<file path="config.mk">
export PLATFORM = sky130hd
export DESIGN_NAME = pipe_ctrl_flat
export DESIGN_NICKNAME = d
export VERILOG_FILES = /design/src/rtl/pipe_ctrl_if.sv /design/src/rtl/pipe_ctrl.sv /design/src/flat_wrapper.sv
export SDC_FILE = /design/constraint.sdc
export NUM_CORES = 1
export LEC_CHECK = 0
export CAP_MARGIN = 20
export CORE_UTILIZATION = 49
export CTS_CLUSTER_DIAMETER = 50
export DETAILED_ROUTE_END_ITERATION = 10
export GPL_ROUTABILITY_DRIVEN = 0
export GPL_TIMING_DRIVEN = 1
export HOLD_SLACK_MARGIN = 0.03
export PLACE_DENSITY = 0.91
export SETUP_SLACK_MARGIN = 0.5
export SLEW_MARGIN = 20
export SYNTH_ARGS = -nofsm -noshare
export SYNTH_HDL_FRONTEND = slang
export SYNTH_SLANG_ARGS = --single-unit
</file>
<file path="constraint.sdc">
create_clock -name clk_i -period 2.8 [get_ports clk_i]
set_clock_uncertainty 0.2 [all_clocks]
set_input_delay 0.42 -clock clk_i [delete_from_list [all_inputs] [get_ports clk_i]]
set_output_delay 0.42 -clock clk_i [all_outputs]
set_load 0.02 [all_outputs]
</file>
<file path="src/rtl/pipe_ctrl_if.sv">
// Pipeline control bundle between the datapath and pipe_ctrl.
// master: the pipeline side; it drives hazard/memory status and takes the controls.
// slave : pipe_ctrl; it takes the status and drives enables, flush, freeze and statistics.
//   ID_EX_MemRead_i, ID_EX_Rt_i  load in EX and its destination register
//   IF_ID_Rs_i, IF_ID_Rt_i       source registers of the instruction in ID
//   branch_taken_i               branch/jump resolved taken in ID
//   mem_req_i, mem_ack_i         data-memory request and completion
//   PC_write_o, IF_ID_write_o    PC / IF-ID load enables
//   ID_EX_bubble_o               zero the ID/EX control fields
//   IF_ID_flush_o                clear IF/ID to a NOP
//   freeze_o                     hold all pipeline registers and PC
//   mem_err_o                    sticky memory-timeout flag
//   stall_cnt_o, flush_cnt_o     saturating statistics counters
interface pipe_ctrl_if #(
   parameter int CNT_W = 16
);
   logic             ID_EX_MemRead_i;
   logic [4:0]       ID_EX_Rt_i;
   logic [4:0]       IF_ID_Rs_i;
   logic [4:0]       IF_ID_Rt_i;
   logic             branch_taken_i;
   logic             mem_req_i;
   logic             mem_ack_i;
   logic             PC_write_o;
   logic             IF_ID_write_o;
   logic             ID_EX_bubble_o;
   logic             IF_ID_flush_o;
   logic             freeze_o;
   logic             mem_err_o;
   logic [CNT_W-1:0] stall_cnt_o;
   logic [CNT_W-1:0] flush_cnt_o;

   modport master (
      output ID_EX_MemRead_i, ID_EX_Rt_i, IF_ID_Rs_i, IF_ID_Rt_i,
             branch_taken_i, mem_req_i, mem_ack_i,
      input  PC_write_o, IF_ID_write_o, ID_EX_bubble_o, IF_ID_flush_o,
             freeze_o, mem_err_o, stall_cnt_o, flush_cnt_o
   );

   modport slave (
      input  ID_EX_MemRead_i, ID_EX_Rt_i, IF_ID_Rs_i, IF_ID_Rt_i,
             branch_taken_i, mem_req_i, mem_ack_i,
      output PC_write_o, IF_ID_write_o, ID_EX_bubble_o, IF_ID_flush_o,
             freeze_o, mem_err_o, stall_cnt_o, flush_cnt_o
   );
endinterface

</file>
<file path="src/rtl/pipe_ctrl.sv">
// Hazard and memory-wait controller for a 5-stage pipeline.
// Ports:
//   clk_i  single clock, rising edge
//   rst_i  asynchronous active-high reset
//   bus    pipe_ctrl_if.slave (hazard inputs, pipeline enables, error flag, statistics)
// Priority of the pipeline controls: reset > memory freeze > load-use stall > taken branch.
//
// state    | meaning
// ---------+---------------------------------------------------------------
// RUN      | normal flow; an unacknowledged mem request freezes and enters MEM_WAIT
// MEM_WAIT | frozen until mem_ack_i, or until wcnt reaches MEM_TIMEOUT-1 (error)
module pipe_ctrl #(
   parameter logic [7:0] MEM_TIMEOUT = 8'd255,
   parameter int         CNT_W       = 16
) (
   input logic        clk_i,
   input logic        rst_i,
   pipe_ctrl_if.slave bus
);

   typedef enum logic {
      RUN,
      MEM_WAIT
   } state_t;

   localparam logic [7:0]       WCNT_LAST = MEM_TIMEOUT - 8'd1;
   localparam logic [CNT_W-1:0] CNT_MAX   = '1;

   state_t           state;
   state_t           state_nxt;
   logic [7:0]       wcnt;
   logic [7:0]       wcnt_nxt;
   logic             err_set;
   logic             mem_err;
   logic [CNT_W-1:0] stall_cnt;
   logic [CNT_W-1:0] flush_cnt;
   logic             lu;
   logic             freeze;
   logic             pc_write;
   logic             ifid_write;
   logic             bubble;
   logic             flush;

   // Loads into r0 never create a dependency.
   assign lu = bus.ID_EX_MemRead_i && (bus.ID_EX_Rt_i != 5'd0) &&
               ((bus.ID_EX_Rt_i == bus.IF_ID_Rs_i) || (bus.ID_EX_Rt_i == bus.IF_ID_Rt_i));

   always_comb begin
      state_nxt  = state;
      wcnt_nxt   = wcnt;
      err_set    = 1'b0;
      freeze     = 1'b0;
      pc_write   = 1'b1;
      ifid_write = 1'b1;
      bubble     = 1'b0;
      flush      = 1'b0;

      case (state)
         RUN: begin
            if (bus.mem_req_i && !bus.mem_ack_i) begin
               freeze    = 1'b1;
               state_nxt = MEM_WAIT;
               wcnt_nxt  = 8'd0;
            end
         end
         MEM_WAIT: begin
            if (bus.mem_ack_i) begin
               state_nxt = RUN;
            end else begin
               freeze = 1'b1;
               // Give up on the access; the pipeline resumes with the error flagged.
               if (wcnt == WCNT_LAST) begin
                  state_nxt = RUN;
                  err_set   = 1'b1;
                  wcnt_nxt  = 8'd0;
               end else begin
                  wcnt_nxt = wcnt + 8'd1;
               end
            end
         end
      endcase

      if (rst_i) begin
         freeze     = 1'b0;
         pc_write   = 1'b0;
         ifid_write = 1'b0;
         bubble     = 1'b1;
      end else if (freeze) begin
         pc_write   = 1'b0;
         ifid_write = 1'b0;
      end else if (lu) begin
         pc_write   = 1'b0;
         ifid_write = 1'b0;
         bubble     = 1'b1;
      end else if (bus.branch_taken_i) begin
         flush = 1'b1;
      end
   end

   always_ff @(posedge clk_i or posedge rst_i) begin
      if (rst_i) begin
         state     <= RUN;
         wcnt      <= 8'd0;
         mem_err   <= 1'b0;
         stall_cnt <= '0;
         flush_cnt <= '0;
      end else begin
         state <= state_nxt;
         wcnt  <= wcnt_nxt;
         if (err_set) begin
            mem_err <= 1'b1;
         end
         if ((freeze || lu) && (stall_cnt != CNT_MAX)) begin
            stall_cnt <= stall_cnt + CNT_W'(1);
         end
         if (flush && (flush_cnt != CNT_MAX)) begin
            flush_cnt <= flush_cnt + CNT_W'(1);
         end
      end
   end

   assign bus.PC_write_o     = pc_write;
   assign bus.IF_ID_write_o  = ifid_write;
   assign bus.ID_EX_bubble_o = bubble;
   assign bus.IF_ID_flush_o  = flush;
   assign bus.freeze_o       = freeze;
   assign bus.mem_err_o      = mem_err;
   assign bus.stall_cnt_o    = stall_cnt;
   assign bus.flush_cnt_o    = flush_cnt;

endmodule

</file>
<file path="src/flat_wrapper.sv">
// flat-port wrapper written by rule: the top's interface ports become plain ports
module pipe_ctrl_flat 
#(
   parameter logic [7:0] MEM_TIMEOUT = 8'd255,
   parameter int         CNT_W       = 16
)
  (clk_i, rst_i, bus_ID_EX_MemRead_i, bus_ID_EX_Rt_i, bus_IF_ID_Rs_i, bus_IF_ID_Rt_i, bus_branch_taken_i, bus_mem_req_i, bus_mem_ack_i, bus_PC_write_o, bus_IF_ID_write_o, bus_ID_EX_bubble_o, bus_IF_ID_flush_o, bus_freeze_o, bus_mem_err_o, bus_stall_cnt_o, bus_flush_cnt_o);
  pipe_ctrl_if #(.CNT_W(CNT_W)) bus_i ();
  input logic clk_i;
  input logic rst_i;
  input wire logic [$bits(bus_i.ID_EX_MemRead_i)-1:0] bus_ID_EX_MemRead_i;
  input wire logic [$bits(bus_i.ID_EX_Rt_i)-1:0] bus_ID_EX_Rt_i;
  input wire logic [$bits(bus_i.IF_ID_Rs_i)-1:0] bus_IF_ID_Rs_i;
  input wire logic [$bits(bus_i.IF_ID_Rt_i)-1:0] bus_IF_ID_Rt_i;
  input wire logic [$bits(bus_i.branch_taken_i)-1:0] bus_branch_taken_i;
  input wire logic [$bits(bus_i.mem_req_i)-1:0] bus_mem_req_i;
  input wire logic [$bits(bus_i.mem_ack_i)-1:0] bus_mem_ack_i;
  output wire logic [$bits(bus_i.PC_write_o)-1:0] bus_PC_write_o;
  output wire logic [$bits(bus_i.IF_ID_write_o)-1:0] bus_IF_ID_write_o;
  output wire logic [$bits(bus_i.ID_EX_bubble_o)-1:0] bus_ID_EX_bubble_o;
  output wire logic [$bits(bus_i.IF_ID_flush_o)-1:0] bus_IF_ID_flush_o;
  output wire logic [$bits(bus_i.freeze_o)-1:0] bus_freeze_o;
  output wire logic [$bits(bus_i.mem_err_o)-1:0] bus_mem_err_o;
  output wire logic [$bits(bus_i.stall_cnt_o)-1:0] bus_stall_cnt_o;
  output wire logic [$bits(bus_i.flush_cnt_o)-1:0] bus_flush_cnt_o;
  assign bus_i.ID_EX_MemRead_i = bus_ID_EX_MemRead_i;
  assign bus_i.ID_EX_Rt_i = bus_ID_EX_Rt_i;
  assign bus_i.IF_ID_Rs_i = bus_IF_ID_Rs_i;
  assign bus_i.IF_ID_Rt_i = bus_IF_ID_Rt_i;
  assign bus_i.branch_taken_i = bus_branch_taken_i;
  assign bus_i.mem_req_i = bus_mem_req_i;
  assign bus_i.mem_ack_i = bus_mem_ack_i;
  assign bus_PC_write_o = bus_i.PC_write_o;
  assign bus_IF_ID_write_o = bus_i.IF_ID_write_o;
  assign bus_ID_EX_bubble_o = bus_i.ID_EX_bubble_o;
  assign bus_IF_ID_flush_o = bus_i.IF_ID_flush_o;
  assign bus_freeze_o = bus_i.freeze_o;
  assign bus_mem_err_o = bus_i.mem_err_o;
  assign bus_stall_cnt_o = bus_i.stall_cnt_o;
  assign bus_flush_cnt_o = bus_i.flush_cnt_o;
  pipe_ctrl #(.MEM_TIMEOUT(MEM_TIMEOUT), .CNT_W(CNT_W)) u_core (.clk_i(clk_i), .rst_i(rst_i), .bus(bus_i));
endmodule
</file>
; Word-level counts from Yosys, hierarchy flattened
; Cells that the tools add are included.
[totals]
ff_bits = 42
input_bits = 21
out_inout_bits = 38
word_cells = 50
[classes]
add_sub_neg = 3
n_eq_ne = 7
muxes = 24
bitwise = 1
n_reduce_logical = 10
[op_table]
columns = op, count
row1 = adder 16 x 1 -> 16 bit (second input constant), 2
row2 = != test 16 bit (second input constant), 2
row3 = two-way mux 8 bit, 3
row4 = two-way mux 1 bit, 18
row5 = case mux 8 bit (2 select lines), 1
row6 = equality test 5 bit, 2
row7 = adder 8 x 1 -> 8 bit (second input constant), 1
row8 = equality test 8 bit (second input constant), 1
row9 = logical AND 1 bit, 5
row10 = nonzero test 5 bit, 1
row11 = case mux 1 bit (2 select lines), 2
row12 = logical OR 1 bit, 2
row13 = != test 2 x 1 -> 1 bit (second input constant), 1
row14 = != test 2 bit (second input constant), 1
row15 = AND reduction 2 bit, 1
row16 = zero test 1 bit, 1
row17 = NOT 1 bit, 1

; Depth between registers and ports, before layout
; Gate-level depths: netlist of the first run.
[logic_depth]
ltp_word = 7
ltp_mapped = 9
depth_no_buf = 8

; Worst setup path after synthesis of the first run
; No wires, ideal clock.
[synth_path]
kind = input -> output
start = in rst_i
end = out bus_IF_ID_flush_o
arrival_time_ps = 2423
required_ps = 2180
path_slack_ps = -243
path_stages = 4
path_buffers = 0
path_cell_list = inv_1 > nand2_1 > nor2_1 > and2_1
[synth_between]
elab_chain_cells = 1
[synth_rtl]
columns = item, line_no
row1 = start: declaration, flat_wrapper.sv:10  ; input logic rst_i;
row2 = two-way mux 1 bit, pipe_ctrl.sv:83  ; if (rst_i) begin
row3 = end: declaration, flat_wrapper.sv:21  ; output wire logic [$bits(bus_i.IF_ID_flush_o)-1:0] bus_IF_ID_flush_o;
; Every way passes these cells.

; Worst setup path in the final report of the first run
[layout_path]
start = in bus_ID_EX_Rt_i[0]
end = out bus_IF_ID_flush_o
[layout_between]
elab_chain_cells = 6
elab_cells_between_ends = 9
classes_between = 2 x eq/ne / 3 x mux / 4 x reduce/logical
[layout_rtl]
columns = item, line_no
row1 = start: declaration, flat_wrapper.sv:12  ; input wire logic [$bits(bus_i.ID_EX_Rt_i)-1:0] bus_ID_EX_Rt_i;
row2 = equality test 5 bit or nonzero test 5 bit (tied branches), "pipe_ctrl.sv:46, pipe_ctrl.sv:45"
row3 = logical OR 1 bit or logical AND 1 bit (tied branches), "pipe_ctrl.sv:46, pipe_ctrl.sv:45"
row4 = logical AND 1 bit (*), pipe_ctrl.sv:45  ; assign lu = bus.ID_EX_MemRead_i && (bus.ID_EX_Rt_i != 5'd0) &&
row5 = two-way mux 1 bit (*), pipe_ctrl.sv:91  ; end else if (lu) begin
row6 = two-way mux 1 bit (*), pipe_ctrl.sv:88  ; end else if (freeze) begin
row7 = two-way mux 1 bit (*), pipe_ctrl.sv:83
; Every way passes the cells marked *; elsewhere a longest branch is shown, timed or not.

==> results_dict.tcl, run 1 <==
set metrics [dict create \
    status "finished clean" \
    wire_per_inst_um 16.3 \
    grt_use_total_pct 24.2 \
    ys.flop_type "dfrtp_1" \
    grt_max_degree 23 \
    rsz0062_at_grt "yes" \
    crit_path_end_kind "output port" \
    synth_top_area_cell "dfrtp_1" \
    crit_buf_inv 2 \
    register_area_um2 1050 \
    nNetsFinal 334 \
    clk_path_buf_depth 2 \
    syn_to_final_growth_pct 45.4 \
    cts_root_buf "clkbuf_8" \
    tns_ns 0 \
    route.detailed.drc 0 \
    slew_viol_final 0 \
    synth_cells 224 \
    coreArea_um2 4410 \
    yosysWarningCount 0 \
    worstSetupStartpointType "input port" \
    vias 2015 \
    crit_chain "buf_6 > or4_4 > o21a_1 > and2_4 > nor2_4 > and2_4 > buf_6" \
    synth_top_area_share_pct 46.2 \
    cts_htree_levels 2 \
    crit_path_max_incr_delay_ns 0.53 \
    drt_iter0_drc 105 \
    rows 24 \
    synth_edf_count 0 \
    synthArstFlopShare_pct 100 \
    via_per_inst 5.58 \
    worst-endpoint-arrival_ns 1.77 \
    synth_cell_type_count 41 \
    fillers 286 \
    dr.pass1.iters 4 \
    antenna_found_initial 0 \
    synth_area_leaders "dfrtp_1, xor2_1, xnor2_1" \
    finalCritPeriodShare_pct 85.2 \
    syn_area_per_cell_um2 10.2 \
    grt_pass1_wl_mm 9.36 \
    post-route-min-period_ns 2.39 \
    hp-class "flip-flop to flip-flop" \
    max_slew_margin_pct 75.4 \
    critPathTopFamily "simple AND/OR/NAND/NOR gates" \
    finalHoldViolations 0 \
    maxCapViolations 0 \
    worst_slew_pin_slew_ns 0.368 \
    worst_skew_pair.late_latency_ns 0.30 \
    vdd_drop_max_mv 0.591 \
    drive_above_1_share_pct 23.6 \
    cts_tree "built" \
    crit_type "input port to output port" \
    drt_wl_total_mm 5.89 \
    io_pins 59 \
    worstPathMaxFanout 3 \
    cp.required_ns 2.18 \
    synth_nets 249 \
    yosysSeqAreaShare_pct 46.2 \
    setup_viol 0 \
    slowest_stage "or4_4" \
    clock.fmax_ghz 0.419 \
    die_area_um2 4920 \
    synth.most_common_cell "dfrtp_1" \
    portBuffers 58 \
    clock-sinks 42 \
    start_util_pct 51.6 \
    postCtsHoldBufs 0 \
    ys_ff_latch 42 \
    diodes 0 \
    path_clk_slew_ns 0.08 \
    grt-ovfl-total 0 \
    die_x_um 70.2 \
    reg2reg_slack_ns 0.66 \
    cts_made_buffers 5 \
    multi_input_area_um2 1250 \
    fp.dieH_um 70.2 \
    netlist_area_um2 2280 \
    p_leak_nw 1.58 \
    synth_common_cells "dfrtp_1, xor2_1, nand2_1" \
    hpwlAfterDp_mm 4.03 \
    ant_nets 0 \
    grt_pass1_vias 2056 \
    powerDensity_nw_per_um2 551 \
    power_mw 1.82 \
]
## metrics by stage
step                hold slack (ns)  area [µm²]  setup WS (ns)  instances  util, %
detailed placement            0.278        3050         -0.416        347     69.0
global route                  0.310        3310          0.386        361     74.9
CTS                           0.294        3180          0.392        356     72.0
floorplan                     0.227        2290          0.316        224        -
global placement              0.270        3050         -0.359        347     69.0
finish                        0.293        3310          0.414        361     74.9
## cells in the final DEF (no fill, tap or decap), types with 4 or more instances in the layout
| cell type | instances |
|---|---|
| and3_1 | 8 |
| buf_4 | 25 |
| buf_6 | 6 |
| clkbuf_8 | 6 |
| clkdlybuf4s50_1 | 38 |
| dfrtp_1 | 40 |
| dlymetal6s2s_1 | 9 |
| inv_1 | 4 |
| nand2_1 | 23 |
| nand3_1 | 19 |
| nand4_1 | 5 |
| nor2_1 | 8 |
| nor3_1 | 8 |
| nor3_2 | 5 |
| nor4_1 | 4 |
| o21ai_0 | 6 |
| xnor2_1 | 15 |
| xor2_1 | 26 |
## logic make-up (layout without fill, tap and decap cells)
family	after synthesis	count (layout)	share of synthesized area, %
flip-flops	42	42	46.2
AND/OR/NAND/NOR	104	104	25.9
AO/OA/AOI/OAI	18	18	5.06
multiplexers	3	3	1.65
XOR/XNOR	42	42	16.2
buffers and inverters	11	96	2.80
adder cells (fa/ha/maj)	4	4	2.20
## registers in the layout (all words and copies together) (netlist names)
register                flops
u_core.bus.flush_cnt_o     16
u_core.wcnt                 8
u_core.bus.mem_err_o        1
u_core.bus.stall_cnt_o     16
u_core.state                1
## timing repair
action | 4_1_cts | 5_1_grt
setup endpoints to repair | 35 | 10
setup buffers | 2 | 5
pin swaps | 5 | 17
resized for setup | 49 | 22
## worst reg2reg max path, cell delays in order (launching register included)
cell and delay [ns]:
dfrtp_2 0.46, ha_2 0.22, and3_1 0.19, nand4_1 0.12, o22a_1 0.16, o21ai_2 0.09, buf_12 0.16, nor3_1 0.22
xor2_1 0.24
## final timing paths
path,start,endpoint,cells after the start
worst max-delay path,bus_ID_EX_Rt_i[0],bus_IF_ID_flush_o,7
worst min-delay path,u_core.bus.flush_cnt_o[4]$_DFFE_PP0P_,u_core.bus.flush_cnt_o[4]$_DFFE_PP0P_,1
worst max register to register,u_core.bus.stall_cnt_o[1]$_DFFE_PP0P_,u_core.bus.stall_cnt_o[12]$_DFFE_PP0P_,8
worst min register to register,u_core.bus.flush_cnt_o[4]$_DFFE_PP0P_,u_core.bus.flush_cnt_o[4]$_DFFE_PP0P_,1
max in group asynchronous,rst_i,u_core.bus.stall_cnt_o[0]$_DFFE_PP0P_,3
min in group asynchronous,rst_i,u_core.bus.flush_cnt_o[6]$_DFFE_PP0P_,3
## cell type report
type                       count  share of cell area, %
clock inverter                 1                  0.908
inverter                       5                  0.681
multi-input combinational    171                   37.7
sequential                    42                   31.8
clock buffer                   6                   2.50
tap                           52                   1.97
timing repair buffer          84                   24.4
## metal layers
metal / routed length (µm) / vias up / global-route usage [%]
met5: 0 / - / 0
met4: 140 / 0 / 10.7
met3: 203 / 13 / 4.91
met2: 3170 / 60 / 44.3
met1: 2370 / 996 / 26.9
li1: - / 946 / -
## where the power goes
group	leakage (nW)	switching [mW]	internal (mW)
clock network	0.0573	0.204	0.285
registers	0.553	0.109	0.684
logic	0.970	0.258	0.283
Note: power is estimated with default switching activity, not from simulation.
==> run 2, diff against run 1 <==
==> constraint.sdc (replaced) <==
create_clock -name clk_i -period 2.8 [get_ports clk_i]
set_clock_uncertainty 0.2 [all_clocks]
set_input_delay 0.42 -clock clk_i [delete_from_list [all_inputs] [get_ports clk_i]]
set_output_delay 0.42 -clock clk_i [all_outputs]
set_load 0.01 [all_outputs]
==> results_dict.tcl, run 2 (synthesis results as in run 1) <==
set metrics [dict create \
    grt_pass1_wl_mm 8.88 \
    die_area_um2 4920 \
    pre_cts_slack_ns -0.285 \
    p_clk_share_pct 28.0 \
    p_sw_share_pct 30.4 \
    vias 1966 \
    dr.pass1.iters 4 \
    antenna_found_initial 0 \
    worst-endpoint-arrival_ns 1.75 \
    cts_htree_levels 2 \
    dp_cells 345 \
    path_clk_slew_ns 0.07 \
    clock.fmax_ghz 0.421 \
    postCtsHoldBufs 0 \
    grt_use_total_pct 23.0 \
    cts_tree "built" \
    tns_ns 0 \
    fp.dieH_um 70.2 \
    drive_above_1_share_pct 22.2 \
    final_cells 358 \
    grt-ovfl-total 0 \
    powerDensity_nw_per_um2 539 \
    start_util_pct 51.6 \
    finalCritPeriodShare_pct 84.8 \
    status "finished clean" \
    power.switching_mw 0.526 \
    power_mw 1.73 \
    die_x_um 70.2 \
    syn_to_final_growth_pct 41.3 \
    hp-class "flip-flop to flip-flop" \
    max_slew_margin_pct 72.5 \
    power_frac_comb_pct 25.8 \
    portBuffers 58 \
    design_area_um2 3220 \
    whs_path_depth 1 \
    via_per_inst 5.49 \
    setup_ws_ns 0.426 \
    io_pins 59 \
    p_seq_share_pct 46.3 \
    wire_per_inst_um 15.3 \
    worst_slew_pin_slew_ns 0.409 \
    worst_skew_pair.late_latency_ns 0.30 \
    crit_path_end_kind "output port" \
    dpl-instance-area_um2 3020 \
    diodes 0 \
    rows 24 \
    setup_viol 0 \
    ant_nets 0 \
    cts_root_buf "clkbuf_8" \
    worstPathMaxFanout 3 \
    p_int_mw 1.21 \
    maxCapViolations 0 \
    vdd_drop_max_mv 0.416 \
    coreArea_um2 4410 \
    nNetsFinal 330 \
    clk_path_buf_depth 2 \
    finalHoldViolations 0 \
    cp.required_ns 2.18 \
    p_leak_nw 1.50 \
    layout.cells.most_common_list "dfrtp_1, clkdlybuf4s50_1, xor2_1" \
    crit_type "input port to output port" \
    drt_wl_total_mm 5.48 \
    worstSetupStartpointType "input port" \
    layout_commonest_cell "dfrtp_1" \
    clock-sinks 42 \
    drt_iter0_drc 68 \
    grt_pass1_vias 1899 \
    slew_viol_final 0 \
    grt_max_degree 22 \
    rsz0062_at_grt "yes" \
    post-route-min-period_ns 2.37 \
    cts_made_buffers 5 \
    reg2regPathDepth 8 \
    route.detailed.drc 0 \
    hpwlAfterDp_mm 3.83 \
]
[run 2: cell count changes in the layout (fill, tap and decap cells not counted), moves of 2 or more]
cell,change
nor3_1,-2
nor3_2,+2
buf_4,-4
dlygate4sd2_1,+7
dlymetal6s2s_1,-6
[run 2: metal layers]
| layer | track usage [%] | part of all wire, % | vias up |
|---|---|---|---|
| li1 | - | - | 931 |
| met2 | 42.1 | 53 | 55 |
| met5 | 0 | 0 | - |
| met1 | 26.3 | 40 | 968 |
| met3 | 4.62 | 4.7 | 12 |
| met4 | 8.22 | 2.1 | 0 |
[run 2: repair_timing]
action                     4_1_cts  5_1_grt
buffers inserted                 4        1
pin swaps                       15        9
setup endpoints to repair       27       17
gates resized for setup         51       13
[run 2: through the flow]
step	hold WS, ns	utilization [%]
5_1_grt	0.318	72.9
6_report	0.283	72.9
3_3_place_gp	0.271	68.4
2_1_floorplan	0.227	-
3_5_place_dp	0.270	68.4
4_1_cts	0.293	71.8
[run 2: worst paths after layout]
| kind | start | slack, ns | to |
|---|---|---|---|
| min reg2reg | u_core.bus.mem_err_o$_DFFE_PP0P_ | 0.28 | u_core.bus.mem_err_o$_DFFE_PP0P_ |
| max | bus_ID_EX_Rt_i[3] | 0.43 | bus_IF_ID_flush_o |
| max reg2reg | u_core.bus.stall_cnt_o[0]$_DFFE_PP0P_ | 0.55 | u_core.bus.stall_cnt_o[11]$_DFFE_PP0P_ |
| max in group asynchronous | rst_i | 1.73 | u_core.bus.stall_cnt_o[0]$_DFFE_PP0P_ |
| min in group asynchronous | rst_i | 0.37 | u_core.wcnt[3]$_DFFE_PP0P_ |
| min | u_core.bus.mem_err_o$_DFFE_PP0P_ | 0.28 | u_core.bus.mem_err_o$_DFFE_PP0P_ |
[run 2: final cells by class]
cell class | instances | area, µm²
multi-input cells | 171 | 1230
fillers | 303 | 1200
flip-flops and latches | 42 | 1050
repair buffers | 80 | 737
clock buffers | 6 | 72.6
well taps | 52 | 65.1
clock inverters | 2 | 37.5
inverters | 5 | 22.5
[run 2: worst max-delay path, cell delays in order]
cell	delay [ns]
buf_6	0.09
or4_1	0.51
o21a_1	0.20
and2_4	0.16
nor2_4	0.12
and2_4	0.16
buf_6	0.09
[run 2: power by group through the flow]
stage	Sequential (mW)	Clock, mW	Combinational [mW]
floorplan	0.812	0	0.174
global placement	0.800	0	0.419
detailed placement	0.806	0	0.434
CTS	0.797	0.492	0.441
global route	0.816	0.514	0.482
finish	0.802	0.484	0.446
